--- config.mk ---
export PLATFORM = sky130hd
export DESIGN_NAME = uart_rx_ctrl
export DESIGN_NICKNAME = d
export VERILOG_FILES = /design/src/rtl/uart_rx_ctrl.sv
export SDC_FILE = /design/constraint.sdc
export NUM_CORES = 1
export LEC_CHECK = 0
export ABC_AREA = 1
export CAP_MARGIN = 20
export CORE_MARGIN = 2
export CORE_UTILIZATION = 35
export CTS_CLUSTER_DIAMETER = 120
export DETAILED_ROUTE_END_ITERATION = 10
export DONT_BUFFER_PORTS = 1
export REMOVE_ABC_BUFFERS = 1
export SLEW_MARGIN = 20
export SYNTH_ARGS = -nofsm -noshare
export SYNTH_HDL_FRONTEND = slang
export SYNTH_SLANG_ARGS = --single-unit
--- constraint.sdc ---
create_clock -name clk -period 1.9 [get_ports clk]
set_clock_uncertainty 0.15 [all_clocks]
set_input_delay 0.57 -clock clk [delete_from_list [all_inputs] [get_ports clk]]
set_output_delay 0.57 -clock clk [all_outputs]
set_load 0.05 [all_outputs]
--- src/rtl/uart_rx_ctrl.sv ---
// UART receive controller: synchronises rx, sequences start/data/parity/stop bits
// against an external baud down-counter, and reports each frame with one-cycle pulses.
module uart_rx_ctrl #(
    parameter int unsigned CLKS_PER_BIT = 5208,
    parameter int unsigned DATA_BITS    = 8,
    parameter int unsigned PARITY_EN    = 0,
    parameter int unsigned PARITY_ODD   = 0,
    localparam int unsigned CNT_W       = $clog2(CLKS_PER_BIT)
) (
    input  logic                 clk,
    input  logic                 rst,
    input  logic                 rx,
    input  logic                 cnt_done,
    input  logic [CNT_W-1:0]     cnt_value,
    output logic                 cnt_en,
    output logic                 cnt_soft_rst,
    output logic [DATA_BITS-1:0] data_out,
    output logic                 data_valid,
    output logic                 parity_err,
    output logic                 frame_err,
    output logic                 busy
);

    localparam int unsigned IDX_W = $clog2(DATA_BITS + 1);
    localparam int unsigned HALF  = (CLKS_PER_BIT - 1) / 2;
    localparam logic        ODD   = (PARITY_ODD != 0);

    typedef enum logic [2:0] {IDLE, START, DATA, PARITY, STOP} state_t;

    state_t               state;
    logic                 rx_m;
    logic                 rx_s;
    logic                 rx_d;
    logic [IDX_W-1:0]     bit_idx;
    logic [DATA_BITS-1:0] shreg;
    logic                 par_mis;
    logic                 sample;

    // Mid-bit sample point of the current bit period
    assign sample       = (state != IDLE) && (cnt_value == CNT_W'(HALF));
    assign cnt_soft_rst = (state == IDLE);
    assign cnt_en       = (state != IDLE);
    assign busy         = (state != IDLE);

    // Two-flop synchroniser plus one delayed copy for falling-edge detection
    always_ff @(posedge clk or negedge rst) begin
        if (!rst) begin
            rx_m <= 1'b1;
            rx_s <= 1'b1;
            rx_d <= 1'b1;
        end else begin
            rx_m <= rx;
            rx_s <= rx_m;
            rx_d <= rx_s;
        end
    end

    always_ff @(posedge clk or negedge rst) begin
        if (!rst) begin
            state      <= IDLE;
            bit_idx    <= '0;
            shreg      <= '0;
            par_mis    <= 1'b0;
            data_out   <= '0;
            data_valid <= 1'b0;
            parity_err <= 1'b0;
            frame_err  <= 1'b0;
        end else begin
            data_valid <= 1'b0;
            parity_err <= 1'b0;
            frame_err  <= 1'b0;
            case (state)
                IDLE: begin
                    if (rx_d && !rx_s) begin
                        state   <= START;
                        par_mis <= 1'b0;
                    end
                end
                START: begin
                    if (sample && rx_s) begin
                        state <= IDLE;
                    end else if (cnt_done) begin
                        state   <= DATA;
                        bit_idx <= '0;
                    end
                end
                DATA: begin
                    if (sample) begin
                        shreg <= {rx_s, shreg[DATA_BITS-1:1]};
                    end
                    if (cnt_done) begin
                        bit_idx <= bit_idx + IDX_W'(1);
                        if (bit_idx == IDX_W'(DATA_BITS - 1)) begin
                            state <= (PARITY_EN != 0) ? PARITY : STOP;
                        end
                    end
                end
                PARITY: begin
                    if (sample) begin
                        par_mis <= (^shreg) ^ rx_s ^ ODD;
                    end
                    if (cnt_done) begin
                        state <= STOP;
                    end
                end
                STOP: begin
                    // Frame ends mid stop bit so an immediately following start edge is seen
                    if (sample) begin
                        state <= IDLE;
                        if (rx_s) begin
                            data_out   <= shreg;
                            data_valid <= 1'b1;
                            parity_err <= par_mis;
                        end else begin
                            frame_err <= 1'b1;
                        end
                    end
                end
                default: state <= IDLE;
            endcase
        end
    end

endmodule

# After elaboration in Yosys (flattened, before gate mapping)
# Cells that the tools add are included.
# totals
wordCells,66
input_bits,17
out_inout_bits,14
ff_bits,30
# op_classes
n_eq_ne,15
mux,24
n_reduce_logical,14
bitwise,1
n_addsub,1
# ops
op,n
2-to-1 mux 3 bit,7
case mux 3 bit (5 select lines),1
inequality test 2 bit (second input constant),7
== test 13 x 12 -> 1 bit (second input constant),1
2-to-1 mux 4 bit,3
2-to-1 mux 1 bit,11
case mux 4 bit (2 select lines),1
XOR reduction 8 bit,1
== test 3 x 2 -> 1 bit (second input constant),2
AND reduction 3 bit,2
AND reduction 6 bit,1
adder 4 x 1 -> 4 bit (second input constant),1
== test 4 x 3 -> 1 bit (second input constant),1
AND reduction 4 bit,1
nonzero test 2 bit,2
== test 3 x 1 -> 1 bit (second input constant),1
== test 3 bit (second input constant),1
logical AND 1 bit,3
logical NOT 3 bit,1
inequality test 3 bit (second input constant),1
nonzero test 3 bit,1
inequality test 2 x 1 -> 1 bit (second input constant),1
case mux 1 bit (2 select lines),1
AND reduction 2 bit,1
other kinds (2),2

# Longest topological paths before layout
# Gate-level depths: netlist of run 1.
# depth
ltp_word,5
ltp_mapped,11
mapped_depth_nobuf,11

# Worst setup path before layout of run 1
# No wires, ideal clock.
# synth_timing
kind,reg2out
startpoint,reg state[1]
endpoint,out cnt_soft_rst
n_path_buf,0
arrival_time_ps,1152
setup_slack_ps,28
stages_incl_launch_ff,4
required_time_ps,1180
cell_sequence,dfrtp_1 -> nor2_2 -> nand2_4 -> inv_1
# synth_between
elab_chain_cells,1
# synth_rtl
element,line,text
from (decl),30,state_t state;
from (signal assigned),94,state <= (PARITY_EN != 0) ? PARITY : STOP;
logical NOT 3 bit,41,assign cnt_soft_rst = (state == IDLE);
to (decl),16,"output logic cnt_soft_rst,"
# Every way passes these cells.

# Worst setup path after layout of run 1
# layout_timing
startpoint,reg state[0]
endpoint,out cnt_soft_rst
# The elaborated chain is that of the path after synthesis.

==> results.md, run 1 <==
- The total count of hold-check failures in the final report is 0.
- The worst-case headroom to the max-slew limit is between 60% and 70%.
- The final worst slack is approximately 0.017 ns.
- In this run, placement finished with an instance count of 260.
- The synthesized design spends more area on one cell type than any other, namely sky130_fd_sc_hd__dfrtp_1.
- The share of Yosys cell area claimed by the top area cell type is around two fifths.
- Based on the critical path, the design can be clocked at up to ~530 MHz.
- The routability congestion estimate from global placement is about 0.8.
- In this run the worst path has a maximum fanout of 5.
- The clock edge transition at the registers on the reported setup and hold paths is roughly 0.060 ns.
- The terminating pin of the worst hold path is rx_m$_DFF_PN1_.
- The pin count of the biggest net entering global routing is 31.
- In this run, the number of DRC markers left after iteration 0 of detailed routing was 44.
- The share of the clock period used by the worst path is around 100%.
- The multi-input gate area in the final layout is approximately 730 sq um.
- The HPWL reported at the end of detailed placement is ~2.1 mm.
- The area share of fa/ha/maj cells after synthesis is less than 1%.
- The critical path buffer and inverter count is 2.
- Setup repair after global routing could not meet its margin everywhere.
- The die area is about 5300 sq um.
- The routed via count is roughly 1300.
- In this run the horizontal extent of the chip is between 70 and 80 um.
- The critical path required time is 1.18 ns.
- The kind of critical path is reg -> out.
- The post-detailed-route DRC marker count is 0.
- By area, the combinational part of the netlist is dominated by simple AND/OR/NAND/NOR gates.
- The number of distinct library cells after synthesis is 26.
- The detail route stage leaves a number of antenna-violating nets equal to 0.
- The launching point of the worst reg2reg path is state[0]$_DFFE_PN0P_.
- The footprint of the flip-flops and latches is around 760 sq um.
- The worst min-delay path category is in -> reg.
- The max-slew violation total from the final report came to 0.
- Sequential elements use between 40% and 50% of the synthesized area.
- The run finished with clean final reports.
- The signal on the critical path passes through nor2_4, nand2_4, inv_2, buf_12.
- The starting utilization of the core area is between 30% and 40%.
- The count of antenna diodes in the layout is 0.
- The total power per unit cell area is between 1000 and 1500 nW/um^2.
- The total number of H-tree levels is 2.
- The number of buffers added by the clock tree synthesis step is 5.
- The first global-routing pass estimated 5.06 mm of wire.
- In this run the critical register-to-register path is captured at shreg[6]$_DFFE_PN0P_.
- For this run, the number of standard cells in the final layout without fillers is 273.
- The post-route netlist has 20.4% of its cells at a drive strength greater than 1.
- The beginning of the worst hold path is rx.
- The wire length reported by the detailed router is between 2 and 3 mm.
- The TritonCTS clock tree is built.
- For the worst flop-to-flop path, the logic depth is 8.
- Of the total synthesized cell area, the portion taken by AND, OR, NAND and NOR gates is approximately a third.
- After detailed routing, the number of vias per cell comes to ~4.6.
- The worst slack at placement is about 0.12 ns.
- Global routing consumed, over all layers together, 12.4% of the routing resources.
- The worst path needs 1.88 ns of the cycle, external delays included.
- Relative to the synthesized area, the layout overhead comes to 13.6%.
- The library cells used most frequently in the layout, excluding fill and tap cells, are 69 x sky130_fd_sc_hd__nand2_1, 33 x sky130_fd_sc_hd__inv_1, 24 x sky130_fd_sc_hd__dfrtp_1.
- Of the post-synthesis cell area, the part taken by muxes is 0%.
- The cell count of the worst hold path is 0.
- The instance count of the mapped netlist is approximately 210.
- The number of clock sinks seen by CTS is 30.
- The slowest library cell on the worst path is sky130_fd_sc_hd__dfrtp_2.
- Fill cells in the final layout number 454.
- The average wire length per cell after detail routing is ~11 um.
- The area inside the core boundary is between 4000 and 5000 sq um.
- Ranked by total cell area, the synthesized netlist is headed by sky130_fd_sc_hd__dfrtp_1 41%, sky130_fd_sc_hd__nand2_1 16%, sky130_fd_sc_hd__o21ai_2 8.5%.
- The number of I/O pins is 31.
- Of the total synthesized cell area, the portion taken by XOR and XNOR cells is between 1.5 and 2%.
- The die is 72.5 um tall.
- The reg-to-reg setup timing slack is ~0.25 ns.
- The synthesized netlist devotes under 10% of its cell area to compound gates.
- The clock latency of the later-clocked register in the worst-skew pair is between 0.2 and 0.3 ns.
- The cell chosen for the clock root is sky130_fd_sc_hd__clkbuf_8.
- The net count of the finished layout is between 200 and 250.
- Data on the critical path arrives at its endpoint at around 1.2 ns.
- In this run the mean area of a mapped cell was around 7.9 sq um.
- The worst setup path is launched from a flip-flop.
- The initial antenna violation count is 0.
- The number of synthesis warnings is 0.
- Across the VDD grid, the largest voltage drop is 0.578 mV.
- The via count of the first global-routing pass is about 1200.
- The first-pass iteration count of the detailed router is 4.
- The final setup violation count is 0.
- The number of buffers on the longest clock path is 2.
- The count of input and output buffers is 0.
- STA classifies the critical path endpoint as a primary output.
- The site row count is 24.
- After synthesis the netlist holds a flip-flop and latch count of 30.
- Summed over all cells, the static leakage comes to between 0.0009 and 0.001 uW.
- The global route total overflow is 0.
- For the pin with the worst max-slew slack, the measured transition is between 0.4 and 0.5 ns.
- The stage delay of the slowest cell on the critical path is ~0.44 ns.
- Across the run, the number of max-cap violations was 0.
- The summed instance area of the synthesized netlist is 1640 sq um.
- Leaving out fill and tap cells, the most frequent cell in the layout is sky130_fd_sc_hd__nand2_1.
- In this design, the largest share of critical-path delay is due to flip-flops.
-- sequential cells by signal (all words and copies together) (netlist names) --
register	cells
bit_idx	4
data_out	8
data_valid	1
frame_err	1
par_mis	1
parity_err	1
rx_d	1
rx_m	1
rx_s	1
shreg	8
state	3
-- logic make-up after synthesis --
family | count (synthesis)
AND/OR/NAND/NOR | 118
buffers and inverters | 38
flip-flops | 30
AO/OA/AOI/OAI | 19
XOR/XNOR | 3
adder cells (fa/ha/maj) | 1
-- how the worst max path moves through the flow --
stage | start | end | slack [ns] | cells past startpoint
final | state[0]$_DFFE_PN0P_ | cnt_soft_rst | 0.02 | 4
after global routing | state[0]$_DFFE_PN0P_ | cnt_soft_rst | -0.04 | 4
after CTS | state[1]$_DFFE_PN0P_ | cnt_soft_rst | -0.02 | 4
after detailed placement | cnt_value[1] | shreg[6]$_DFFE_PN0P_ | 0.12 | 7
after global placement | cnt_value[1] | shreg[2]$_DFFE_PN0P_ | 0.15 | 7
after floorplan | state[1]$_DFFE_PN0P_ | cnt_soft_rst | -0.08 | 3
-- final cells by class --
class	instances	share of cell area, %
sequential	30	40.6
multi-input combinational	141	39.2
inverter	35	7.04
timing repair buffer	7	4.49
clock buffer	6	4.43
tap	52	3.49
clock inverter	2	0.671
-- synthesized netlist by cell type, drive strengths merged --
cell	number
nor3	3
a21oi	2
nand3b	1
nand2	71
dfrtp	27
o21ai	17
xor2	1
buf	3
dfstp	3
nand4	7
nor3b	1
nor2	19
ha	1
xnor2	2
inv	35
nand3	16
-- per-stage QoR --
step / total power (uW) / setup TNS [ns] / cell area [sq um] / utilization (%) / hold WS [ns]
2_1_floorplan: 1280 / -0.0816 / 1610 / - / 0.124
3_3_place_gp: 1470 / 0 / 1710 / 38.4 / 0.125
3_5_place_dp: 1470 / 0 / 1710 / 38.4 / 0.125
4_1_cts: 2070 / -0.0189 / 1850 / 41.6 / 0.133
5_1_grt: 2250 / -0.0683 / 1870 / 42.0 / 0.123
6_report: 2110 / 0 / 1870 / 42.0 / 0.141
-- power breakdown --
| part | leakage (uW) | switching (uW) | internal [uW] |
|---|---|---|---|
| clock | 0.0000472 | 241 | 291 |
| sequential | 0.000400 | 66.7 | 698 |
| combinational | 0.000487 | 526 | 286 |
| total | 0.000935 | 834 | 1270 |
-- repair_timing --
item | 4_1_cts | 5_1_grt
buffers inserted | 1 | 2
gates resized for setup | 3 | 3
hold endpoints to repair | 30 | 0
setup endpoints to repair | 3 | 3
pin swaps | 0 | 2
hold buffers | 2 | 0
-- per-layer routing --
layer / track usage, % / share of wire, % / up-vias
met5: 0 / 0 / -
met4: 4.32 / 1.2 / 0
met3: 3.75 / 4.7 / 5
met2: 20.7 / 47 / 24
met1: 15.1 / 47 / 566
li1: - / - / 674
Power figures use the tool's default switching activity.
==> run 2: changes to the inputs <==
--- a/config.mk
+++ b/config.mk
@@ -8,10 +8,11 @@
 export ABC_AREA = 1
 export CAP_MARGIN = 20
 export CORE_MARGIN = 2
-export CORE_UTILIZATION = 35
+export CORE_UTILIZATION = 52
 export CTS_CLUSTER_DIAMETER = 120
 export DETAILED_ROUTE_END_ITERATION = 10
 export DONT_BUFFER_PORTS = 1
+export PLACE_DENSITY = 0.67
 export REMOVE_ABC_BUFFERS = 1
 export SLEW_MARGIN = 20
 export SYNTH_ARGS = -nofsm -noshare
==> run 2 against run 1 <==
Effect of this change:
- the flow now finishes with violations (negative setup slack)
- maximum frequency down 0.95%
- routed wire length up 3.5%
- clock power down 5.8%
- largest power group unchanged
==> results.md, run 2 (synthesis gave the netlist of run 1 again) <==
- Status: complete, but fails checks (was finished clean).
- The checks that failed: negative setup slack.
- The slowest library cell on the worst path is sky130_fd_sc_hd__dfrtp_2 (unchanged).
- Ordered list of cells on the worst path: nor2_4, nand2_4, inv_4, buf_12 (was nor2_4, nand2_4, inv_2, buf_12).
- The total stage count of the critical path is 4 (unchanged).
- The critical path required time was 1.18 ns (about the same).
- The maximum resistive drop on vdd is 1.73 mV (was 0.578 mV).
- The number of I/O pins was 31 (unchanged).
- The data arrival time at the worst-slack endpoint is 1.18 ns (was 1.16 ns).
- The max capacitance violation total is 0 (unchanged).
- The area inside the core boundary is 3030 sq um (was 4440 sq um).
- The count of antenna diodes in the layout was 0 (unchanged).
- The site row count is 20 (was 24).
- The minimum clock period came to 1.90 ns (was 1.88 ns).
- The number of clock sinks seen by CTS is 30 (unchanged).
- The overall die width is 60.2 um (was 72.5 um).
- The leakage power figure is 0.000965 uW (was 0.000935 uW).
- The pin count of the biggest net entering global routing is 31 (unchanged).
- The count of input and output buffers came to 0 (unchanged).
- The via density per instance came to 4.96 (was 4.65).
- The global route total overflow is 0 (unchanged).
- The clock edge transition at the registers on the reported setup and hold paths is 0.10 ns (was 0.06 ns).
- The HPWL reported at the end of detailed placement is 2.09 mm (was 2.12 mm).
- The starting utilization of the core area came to 54.3% (was 37.0%).
- The total number of H-tree levels was 2 (unchanged).
- The placement-stage cell area is 1700 sq um (was 1710 sq um).
- The TritonCTS clock tree is built (unchanged).
- The kind of critical path is reg -> out (unchanged).
- The worst hold slack across all endpoints is 0.0862 ns (was 0.141 ns).
- The max-slew violation total from the final report is 0 (unchanged).
- The total power per unit cell area is 1180 nW/um^2 (was 1130 nW/um^2).
- The via count of the first global-routing pass came to 1287 (was 1174).
- Registers with the highest flip-flop counts: data_out x8, shreg x8, bit_idx x4 (unchanged).
- The clock latency of the later-clocked register in the worst-skew pair is 0.33 ns (was 0.27 ns).
- The cell class contributing the biggest share of worst-path delay is flip-flops (unchanged).
- The worst slack at placement is 0.0956 ns (was 0.123 ns).
- The all-layer global routing usage is 19.8% (was 12.4%).
- The vertical die dimension is 60.2 um (was 72.5 um).
- The first-pass iteration count of the detailed router is 4 (unchanged).
- Highest-count cells in the layout ignoring fill and taps: 69 x sky130_fd_sc_hd__nand2_1, 33 x sky130_fd_sc_hd__inv_1, 25 x sky130_fd_sc_hd__dfrtp_1 (was 69 x sky130_fd_sc_hd__nand2_1, 33 x sky130_fd_sc_hd__inv_1, 24 x sky130_fd_sc_hd__dfrtp_1).
- The most common library cell in the layout ignoring fill and taps is sky130_fd_sc_hd__nand2_1 (unchanged).
- The final instance area was 1890 sq um (was 1870 sq um).
- The wire length reported by the detailed router was 3.08 mm (was 2.98 mm).
- RSZ-0062 raised after global routing: true (unchanged).
- The die area is 3620 sq um (was 5260 sq um).
- The worst-case headroom to the max-slew limit is 68.4% (was 68.1%).
- The critical path buffer and inverter count is 2 (unchanged).
- The initial antenna violation count is 0 (unchanged).
- The startpoint type of the worst setup path is a flip-flop (unchanged).
- The worst min-delay path category is in -> reg (unchanged).
- The maximum achievable frequency is 526 MHz (was 531 MHz).
- The cell count of the worst hold path is 0 (unchanged).
- The routed via count is 1345 (was 1269).
- The post-detailed-route DRC marker count is 0 (unchanged).
- The final worst slack is -0.00123 ns (was 0.0168 ns).
- The number of buffers added by the clock tree synthesis step is 5 (unchanged).
- The total placed cells including tap cells is 252 (was 260).
- The net total in the final layout was 244 (was 238).
- The first-pass GRT wire length is 5.29 mm (was 5.06 mm).
- The worst reg2reg path depth is 9 (was 8).
- The number of antenna-violating nets in the routed design came to 0 (unchanged).
- The highest fanout seen on the critical path is 3 (was 5).
- The signed area change from the synthesized netlist to the final layout is 15.0% (was 13.6%).
- The stage delay of the slowest cell on the critical path was 0.44 ns (about the same).
- The number of buffers on the longest clock path was 2 (unchanged).
- The final standard cell count with taps included and fillers excluded came to 271 (was 273).
- The cell chosen for the clock root is sky130_fd_sc_hd__clkbuf_4 (was sky130_fd_sc_hd__clkbuf_8).
- The first-iteration detailed-routing DRC count is 61 (was 44).
- The average wire length per cell after detail routing came to 11.4 um (was 10.9 um).
- The final setup violation count is 1 (was 0).
- The routability congestion estimate from global placement is 0.976 (was 0.788).
- The share of final-layout standard cells stronger than drive strength 1 is 22.5% (was 20.4%).
- The total count of hold-check failures in the final report is 0 (unchanged).
- The slew of the pin with the lowest slew margin is 0.474 ns (was 0.479 ns).
- The share of the clock period used by the worst path is 100% (was 99.1%).
- The type of destination of the critical path is a primary output (unchanged).
- The setup TNS is -0.00123 ns (was 0 ns).
## run 2: changes by cell type in the layout (fill, tap and decap cells not counted), sizes merged
cell | previous run | this run
bufinv | 0 | 1
buf | 6 | 12
clkbuf | 6 | 5
clkinvlp | 1 | 0
clkinv | 1 | 2
## run 2: final timing paths
path / from / endpoint / slack, ns
min in group asynchronous: rst / shreg[2]$_DFFE_PN0P_ / 0.52
setup reg to reg: state[2]$_DFFE_PN0P_ / shreg[1]$_DFFE_PN0P_ / 0.08
hold reg to reg: rx_m$_DFF_PN1_ / rx_s$_DFF_PN1_ / 0.21
setup / recovery: state[1]$_DFFE_PN0P_ / cnt_soft_rst / -0.001
max in group asynchronous: rst / rx_d$_DFF_PN1_ / 0.83
hold / removal: rx / rx_m$_DFF_PN1_ / 0.09
## run 2: metal layers
layer	global-route usage [%]	share of wire [%]
met3	6.28	5.2
met2	33.4	50
met1	22.2	42
met4	10.2	2.5
met5	0	0
## run 2: where the power goes
part           internal, uW  total, uW  switching, uW
Clock                   272        501            228
Sequential              695        762           67.1
Combinational           381        964            583
## run 2: area by class of cell
cell class	count	area [sq um]
Multi-Input combinational cell	141	737
Inverter	35	134
Timing Repair Buffer	13	129
Fill cell	269	1140
Clock buffer	5	37.5
Sequential cell	30	757
Tap cell	44	55.1
Clock inverter	3	40.0
## run 2: repair_timing
item | 4_1_cts | 5_1_grt
hold endpoints to repair | 30 | 0
setup endpoints to repair | 3 | 5
gates resized for setup | 6 | 1
hold buffers | 2 | 0
buffers inserted | 7 | 2
pin swaps | 2 | 2
## run 2: worst reg2reg max path, cell delays in order, from the launching register on
cell	delay (ns)
sky130_fd_sc_hd__dfrtp_2	0.44
sky130_fd_sc_hd__inv_2	0.09
sky130_fd_sc_hd__nand2_4	0.10
sky130_fd_sc_hd__buf_4	0.11
sky130_fd_sc_hd__buf_4	0.12
sky130_fd_sc_hd__nand3_2	0.09
sky130_fd_sc_hd__nor2_4	0.16
sky130_fd_sc_hd__nand2_2	0.25
sky130_fd_sc_hd__nand2_1	0.16
sky130_fd_sc_hd__o21ai_2	0.06
## run 2: per-stage QoR
step | power [uW] | util (%)
floorplan | 1280 | -
global route | 2370 | 62.4
detailed placement | 1460 | 56.0
global placement | 1440 | 56.0
CTS | 2150 | 61.7
finish | 2230 | 62.4
